[src/rtl/vga_frame_analyzer_if.sv]
// Pixel stream in, per-frame geometry and key-colour box results out.
interface vga_frame_analyzer_if;
    logic       iHS;
    logic       iVS;
    logic       iBLANK_n;
    logic [7:0] iB;
    logic [7:0] iG;
    logic [7:0] iR;
    logic       oFRAME_DONE;
    logic [9:0] oWIDTH;
    logic [9:0] oHEIGHT;
    logic       oBOX_FOUND;
    logic [9:0] oBOX_X0;
    logic [9:0] oBOX_Y0;
    logic [9:0] oBOX_X1;
    logic [9:0] oBOX_Y1;
    logic       oERR;
    logic [15:0] oFRAME_CNT;

    modport master (
        output iHS, iVS, iBLANK_n, iB, iG, iR,
        input  oFRAME_DONE, oWIDTH, oHEIGHT, oBOX_FOUND,
        input  oBOX_X0, oBOX_Y0, oBOX_X1, oBOX_Y1,
        input  oERR, oFRAME_CNT
    );

    modport slave (
        input  iHS, iVS, iBLANK_n, iB, iG, iR,
        output oFRAME_DONE, oWIDTH, oHEIGHT, oBOX_FOUND,
        output oBOX_X0, oBOX_Y0, oBOX_X1, oBOX_Y1,
        output oERR, oFRAME_CNT
    );
endinterface

[src/rtl/vga_frame_analyzer.sv]
// Measures VGA frame geometry and the bounding box of key-colour pixels,
// reporting once per frame at the falling edge of vertical sync.
module vga_frame_analyzer #(
    parameter int unsigned H_ACTIVE = 640,
    parameter int unsigned V_ACTIVE = 480,
    parameter logic [7:0]  KEY_B    = 8'hff,
    parameter logic [7:0]  KEY_G    = 8'h00,
    parameter logic [7:0]  KEY_R    = 8'h00
) (
    input  logic                 iVGA_CLK,
    input  logic                 iRST,
    vga_frame_analyzer_if.slave  vga
);
    localparam logic [9:0]  LP_H   = 10'(H_ACTIVE);
    localparam logic [9:0]  LP_V   = 10'(V_ACTIVE);
    localparam logic [9:0]  LP_SAT = 10'h3ff;
    localparam logic [9:0]  LP_PRE = 10'h3fe;
    localparam logic [23:0] LP_KEY = {KEY_B, KEY_G, KEY_R};

    typedef enum logic {WAIT_SYNC, IN_FRAME} state_t;

    state_t      r_state;
    state_t      w_state_nx;
    logic        r_vs_q;
    logic        r_blank_q;
    logic [9:0]  r_x, r_y, r_width;
    logic [9:0]  r_x0, r_y0, r_x1, r_y1;
    logic        r_found, r_err;
    logic        r_done;
    logic [9:0]  r_o_width, r_o_height;
    logic        r_o_found, r_o_err;
    logic [9:0]  r_o_x0, r_o_y0, r_o_x1, r_o_y1;
    logic [15:0] r_o_cnt;

    logic w_frame_edge, w_line_end, w_key;
    logic w_report, w_acc, w_err_close;

    assign w_frame_edge = !vga.iVS && r_vs_q;
    assign w_line_end   = !vga.iBLANK_n && r_blank_q;
    assign w_key = vga.iBLANK_n &&
                   ({vga.iB, vga.iG, vga.iR} == LP_KEY);

    // An open line or a live pixel at the edge means the frame was cut short.
    assign w_err_close = r_err || (r_y != LP_V) ||
                         vga.iBLANK_n || r_blank_q;

    always_comb begin
        w_state_nx = r_state;
        w_report   = 1'b0;
        w_acc      = 1'b0;
        unique case (r_state)
            WAIT_SYNC: begin
                if (w_frame_edge) w_state_nx = IN_FRAME;
            end
            IN_FRAME: begin
                w_report = w_frame_edge;
                w_acc    = !w_frame_edge;
            end
            default: w_state_nx = WAIT_SYNC;
        endcase
    end

    always_ff @(posedge iVGA_CLK) begin
        if (iRST) begin
            r_state    <= WAIT_SYNC;
            r_vs_q     <= 1'b1;
            r_blank_q  <= 1'b0;
            r_done     <= 1'b0;
            r_o_width  <= '0;
            r_o_height <= '0;
            r_o_found  <= 1'b0;
            r_o_err    <= 1'b0;
            r_o_x0     <= '0;
            r_o_y0     <= '0;
            r_o_x1     <= '0;
            r_o_y1     <= '0;
            r_o_cnt    <= '0;
        end else begin
            r_state   <= w_state_nx;
            r_vs_q    <= vga.iVS;
            r_blank_q <= vga.iBLANK_n;
            r_done    <= w_report;
            if (w_report) begin
                r_o_width  <= r_width;
                r_o_height <= r_y;
                r_o_found  <= r_found;
                r_o_err    <= w_err_close;
                r_o_x0     <= r_found ? r_x0 : '0;
                r_o_y0     <= r_found ? r_y0 : '0;
                r_o_x1     <= r_found ? r_x1 : '0;
                r_o_y1     <= r_found ? r_y1 : '0;
                r_o_cnt    <= r_o_cnt + 16'd1;
            end
        end
    end

    always_ff @(posedge iVGA_CLK) begin
        if (iRST || w_frame_edge) begin
            r_x     <= '0;
            r_y     <= '0;
            r_width <= '0;
            r_x0    <= '0;
            r_y0    <= '0;
            r_x1    <= '0;
            r_y1    <= '0;
            r_found <= 1'b0;
            r_err   <= 1'b0;
        end else if (w_acc) begin
            if (vga.iBLANK_n) begin
                if (r_x != LP_SAT) r_x <= r_x + 10'd1;
                if (r_x >= LP_PRE) r_err <= 1'b1;
                if (w_key) begin
                    r_found <= 1'b1;
                    if (!r_found || r_x < r_x0) r_x0 <= r_x;
                    if (!r_found || r_y < r_y0) r_y0 <= r_y;
                    if (!r_found || r_x > r_x1) r_x1 <= r_x;
                    if (!r_found || r_y > r_y1) r_y1 <= r_y;
                end
            end else if (w_line_end) begin
                r_x     <= '0;
                r_width <= r_x;
                if (r_x != LP_H) r_err <= 1'b1;
                if (r_y != LP_SAT) r_y <= r_y + 10'd1;
                if (r_y >= LP_PRE) r_err <= 1'b1;
            end
        end
    end

    assign vga.oFRAME_DONE = r_done;
    assign vga.oWIDTH      = r_o_width;
    assign vga.oHEIGHT     = r_o_height;
    assign vga.oBOX_FOUND  = r_o_found;
    assign vga.oBOX_X0     = r_o_x0;
    assign vga.oBOX_Y0     = r_o_y0;
    assign vga.oBOX_X1     = r_o_x1;
    assign vga.oBOX_Y1     = r_o_y1;
    assign vga.oERR        = r_o_err;
    assign vga.oFRAME_CNT  = r_o_cnt;
endmodule
[src/flat_wrapper.sv]
// flat-port wrapper written by rule: the top's interface ports become plain ports
module vga_frame_analyzer_flat 
#(
    parameter int unsigned H_ACTIVE = 640,
    parameter int unsigned V_ACTIVE = 480,
    parameter logic [7:0]  KEY_B    = 8'hff,
    parameter logic [7:0]  KEY_G    = 8'h00,
    parameter logic [7:0]  KEY_R    = 8'h00
)
  (iVGA_CLK, iRST, vga_iHS, vga_iVS, vga_iBLANK_n, vga_iB, vga_iG, vga_iR, vga_oFRAME_DONE, vga_oWIDTH, vga_oHEIGHT, vga_oBOX_FOUND, vga_oBOX_X0, vga_oBOX_Y0, vga_oBOX_X1, vga_oBOX_Y1, vga_oERR, vga_oFRAME_CNT);
  vga_frame_analyzer_if vga_i ();
  input  logic iVGA_CLK;
  input  logic iRST;
  input wire logic [$bits(vga_i.iHS)-1:0] vga_iHS;
  input wire logic [$bits(vga_i.iVS)-1:0] vga_iVS;
  input wire logic [$bits(vga_i.iBLANK_n)-1:0] vga_iBLANK_n;
  input wire logic [$bits(vga_i.iB)-1:0] vga_iB;
  input wire logic [$bits(vga_i.iG)-1:0] vga_iG;
  input wire logic [$bits(vga_i.iR)-1:0] vga_iR;
  output wire logic [$bits(vga_i.oFRAME_DONE)-1:0] vga_oFRAME_DONE;
  output wire logic [$bits(vga_i.oWIDTH)-1:0] vga_oWIDTH;
  output wire logic [$bits(vga_i.oHEIGHT)-1:0] vga_oHEIGHT;
  output wire logic [$bits(vga_i.oBOX_FOUND)-1:0] vga_oBOX_FOUND;
  output wire logic [$bits(vga_i.oBOX_X0)-1:0] vga_oBOX_X0;
  output wire logic [$bits(vga_i.oBOX_Y0)-1:0] vga_oBOX_Y0;
  output wire logic [$bits(vga_i.oBOX_X1)-1:0] vga_oBOX_X1;
  output wire logic [$bits(vga_i.oBOX_Y1)-1:0] vga_oBOX_Y1;
  output wire logic [$bits(vga_i.oERR)-1:0] vga_oERR;
  output wire logic [$bits(vga_i.oFRAME_CNT)-1:0] vga_oFRAME_CNT;
  assign vga_i.iHS = vga_iHS;
  assign vga_i.iVS = vga_iVS;
  assign vga_i.iBLANK_n = vga_iBLANK_n;
  assign vga_i.iB = vga_iB;
  assign vga_i.iG = vga_iG;
  assign vga_i.iR = vga_iR;
  assign vga_oFRAME_DONE = vga_i.oFRAME_DONE;
  assign vga_oWIDTH = vga_i.oWIDTH;
  assign vga_oHEIGHT = vga_i.oHEIGHT;
  assign vga_oBOX_FOUND = vga_i.oBOX_FOUND;
  assign vga_oBOX_X0 = vga_i.oBOX_X0;
  assign vga_oBOX_Y0 = vga_i.oBOX_Y0;
  assign vga_oBOX_X1 = vga_i.oBOX_X1;
  assign vga_oBOX_Y1 = vga_i.oBOX_Y1;
  assign vga_oERR = vga_i.oERR;
  assign vga_oFRAME_CNT = vga_i.oFRAME_CNT;
  vga_frame_analyzer #(.H_ACTIVE(H_ACTIVE), .V_ACTIVE(V_ACTIVE), .KEY_B(KEY_B), .KEY_G(KEY_G), .KEY_R(KEY_R)) u_core (.iVGA_CLK(iVGA_CLK), .iRST(iRST), .vga(vga_i));
endmodule
[config.mk]
export PLATFORM = sky130hd
export DESIGN_NAME = vga_frame_analyzer_flat
export DESIGN_NICKNAME = d
export VERILOG_FILES = /design/src/rtl/vga_frame_analyzer_if.sv /design/src/rtl/vga_frame_analyzer.sv /design/src/flat_wrapper.sv
export SDC_FILE = /design/constraint.sdc
export NUM_CORES = 1
export LEC_CHECK = 0
export ABC_AREA = 1
export CAP_MARGIN = 20
export CORE_ASPECT_RATIO = 1.5
export CORE_UTILIZATION = 55
export CTS_CLUSTER_SIZE = 30
export DETAILED_ROUTE_END_ITERATION = 12
export GPL_TIMING_DRIVEN = 0
export PLACE_DENSITY = 0.79
export RECOVER_POWER = 50
export REMOVE_ABC_BUFFERS = 1
export SKIP_CTS_REPAIR_TIMING = 1
export SYNTH_ARGS = -nofsm -noshare
export SYNTH_HDL_FRONTEND = slang
export SYNTH_SLANG_ARGS = --single-unit
export TNS_END_PERCENT = 5
[constraint.sdc]
create_clock -name iVGA_CLK -period 2.1 [get_ports iVGA_CLK]
set_input_delay 0.42 -clock iVGA_CLK [delete_from_list [all_inputs] [get_ports iVGA_CLK]]
set_output_delay 0.42 -clock iVGA_CLK [all_outputs]
set_load 0.01 [all_outputs]
==> reports/results.env <==
WORST_SLEW_PIN_TRAN_NS=0.873
CP.BUFFERS_INVERTERS=1
SYNTHARSTFLOPSHARE=0
MAPPEDNETLISTAREA_UM2=7480
CP_COMMON_CELL='sky130_fd_sc_hd__nor2_1'
DP_CELLS=1264
POST_SYNTH_INST_COUNT=1042
TIMING.FINAL.SETUP_VIOLATIONS=0
LAYOUT-DRIVE-GT1-SHARE=0.0647
TRITONCTS='built'
VIA_COUNT_OF_THE_FIRST_GLOBAL_ROUTING_PASS=6650
FMAX_MHz=477
LAYOUT-AREA-OVERHEAD-VS-SYNTH_PCT=24.0
DESIGN.CORE.AREA_UM2=13100
SYNTH_TOP_FLOP_CELL='sky130_fd_sc_hd__dfxtp_1'
WORSTPATHCELLLIST='clkdlybuf4s50_1 > nand3_2 > nor2_1 > nand4_1 > nor2_4 > a21oi_1 > nor2_1'
FINALNONFILLERCELLS=1302
ANT_NETS=0
GRT_SETUP_UNREPAIRED='yes'
CTS_BUFFERS=17
SEQCELLAREA_UM2=3080
WORST_R2R_STARTPOINT='u_core.r_vs_q$_SDFF_PP1_'
GLOBALROUTETOTALUTIL=0.271
MAX_STAGE_DELAY_NS=0.66
P_PER_AREA_nW_PER_UM2=703
TIMING.CRITICAL_PATH.ARRIVAL_NS=2.46
TIMING.CRITICAL_PATH.FROM='vga_iB[7]'
MIN-DELAY-START='iRST'
GRT_START_MAX_NET_PINS=46
POST-ROUTE-MIN-PERIOD_NS=2.10
DIE_W_UM=97.2
IO_PINS=108
DIE_OUTLINE_AREA_UM2=14100
ROUTE.DETAILED.DRC=0
WORST_SLEW_MARGIN_REL=0.417
HPWLAFTERDP_MM=13.1
FLOORPLAN.ROWS=51
INITIAL_UTILIZATION=0.569
IRDROPWORSTVDD_uV=446
YOSYSWARNINGS=0
FINALHOLDVIOLCOUNT=0
CP_SLOWEST_CELL='sky130_fd_sc_hd__nor2_4'
WL_MM=19.6
RUN_STATUS='completed'
TOTAL_LEAKAGE_POWER_nW=3.47
SYNTH_SEQ_AREA_SHARE=0.412
OVERFLOW=0
CLOCK_NET_SINK_COUNT=154
GRT_FIRST_PASS_WIRELENGTH_MM=30.9
CLKTRANSATPATHREGS_NS=0.06
IO_BUFFER_COUNT=106
CRIT_PATH_MAX_FANOUT=20
DETAIL_ROUTE.ITER0.VIOLATIONS=413
DIODE_INSERTION_COUNT_FOR_ANTENNA_REPAIR=0
CTSHTREEMAXLEVEL=4
POST_DRT_VIA_CELL_RATIO=5.52
POST_SYNTH_EDFFS=0
TIMING.HOLD.WORST.CLASS='primary input to register'
INSERTION_DELAY_NS=0.43
SORT_OF_ELEMENT_AT_THE_END_OF_THE_CRITICAL_PATH='register'
REPORT.FINAL.SLEW_VIOL_COUNT=0
YS_FF_LATCH=154
TIMING.CRITICAL_PATH.FROM_TYPE='primary input'
MOST_COMMON_CELL_AFTER_LAYOUT_FILL_AND_TAPS_ASIDE='sky130_fd_sc_hd__nand2_1'
FINAL_NET_COUNT=1205
REQUIRED_NS=2.46
DETAILROUTE.VIA_COUNT=7181
MOSTFREQUENTLAYOUTCELLS='sky130_fd_sc_hd__nand2_1, sky130_fd_sc_hd__dfxtp_1, sky130_fd_sc_hd__a21oi_1, sky130_fd_sc_hd__nor2_1, sky130_fd_sc_hd__inv_1'
CTSLONGESTPATHBUFFERS=2
TIMING.FINAL.CRIT_SHARE=0.998
SETUP-TNS-FINAL_NS=0
NUMBER_OF_FLIP_FLOPS_IN_THE_LARGEST_REGISTER=16
ROUTABILITYCONGESTION=0.910
CAP_VIOLATIONS=0
CTS_ROOT_BUF='sky130_fd_sc_hd__clkbuf_16'
SYN_AREA_PER_CELL_UM2=7.18
ANTENNA_FOUND_INITIAL=0
SYNTHDISTINCTLIBCELLS=34
WS_PATH_TYPE='primary input to register'
DRT-PASS1-ITER-COUNT=5
TIMING.CLOCK.SKEW_NS=0.00819
WL_PER_CELL_UM=15.1
MULTI_INPUT_COMB_AREA_UM2=3760
DIE_Y_UM=145
CRITICAL_PATH.TOP_DELAY_FAMILY='simple AND/OR/NAND/NOR gates'
N_FILL_CELL=1124
-- through the flow --
stage | area, µm² | utilization | hold WS (ns) | total power [mW] | setup WS [ns]
final | 9280 | 0.706 | 0.456 | 6.53 | 0.00360
after detailed placement | 8580 | 0.653 | 0.454 | 3.38 | -0.609
after floorplan | 7220 | - | 0.436 | 3.19 | -1.15
after global placement | 8480 | 0.645 | 0.447 | 3.37 | -4.94
after CTS | 9190 | 0.699 | 0.462 | 6.54 | -0.191
after global routing | 9280 | 0.706 | 0.480 | 6.71 | -0.0923
-- logic make-up after synthesis --
family | synth area share
XOR/XNOR | 0.00702
adder cells (fa/ha/maj) | 0.0753
buffers and inverters | 0.0936
flip-flops | 0.412
AND/OR/NAND/NOR | 0.274
AO/OA/AOI/OAI | 0.138
-- synthesized netlist by cell type (14+ instances only) --
cell type	count	area, µm²
sky130_fd_sc_hd__nand2_1	242	908
sky130_fd_sc_hd__dfxtp_1	154	3080
sky130_fd_sc_hd__a21oi_1	140	701
sky130_fd_sc_hd__nor2_1	119	447
sky130_fd_sc_hd__inv_1	106	398
sky130_fd_sc_hd__nand3_1	64	320
sky130_fd_sc_hd__ha_1	45	563
sky130_fd_sc_hd__o21ai_0	41	205
sky130_fd_sc_hd__buf_2	18	90.1
sky130_fd_sc_hd__nand4_1	18	113
sky130_fd_sc_hd__clkbuf_1	16	60.1
sky130_fd_sc_hd__nor3_1	14	70.1
-- area by class of cell --
| cell class | count | area share |
|---|---|---|
| tap | 159 | 0.0214 |
| inverter | 115 | 0.0473 |
| multi-input combinational | 728 | 0.406 |
| clock inverter | 11 | 0.0185 |
| timing repair buffer | 115 | 0.128 |
| clock buffer | 20 | 0.0471 |
| sequential | 154 | 0.332 |
-- where the power goes --
group	total (mW)	leakage [nW]	internal, mW	switching [mW]
clock network	3.20	0.290	1.98	1.22
registers	2.97	1.24	2.95	0.0214
logic	0.351	1.94	0.150	0.201
-- metal layers --
metal | routed length (µm) | vias to the layer above | part of all wire | GRT usage
met5 | 0 | - | 0 | 0
met4 | 664 | 0 | 0.034 | 0.122
met3 | 1120 | 56 | 0.057 | 0.0572
met2 | 10300 | 230 | 0.53 | 0.498
met1 | 7520 | 3323 | 0.38 | 0.301
li1 | - | 3572 | - | -
-- final timing paths --
check	depth (start not counted)	end	slack, ns
setup / recovery	7	u_core.r_y0[4]$_SDFFE_PP0P_	0.004
hold reg to reg	2	u_core.vga.oBOX_Y0[1]$_SDFFE_PP0P_	0.46
hold / removal	2	u_core.vga.oFRAME_DONE$_SDFF_PP0_	0.46
setup reg to reg	10	u_core.vga.oFRAME_CNT[12]$_SDFFE_PP0P_	0.15
No activity file was read; power rests on OpenSTA's default activity.
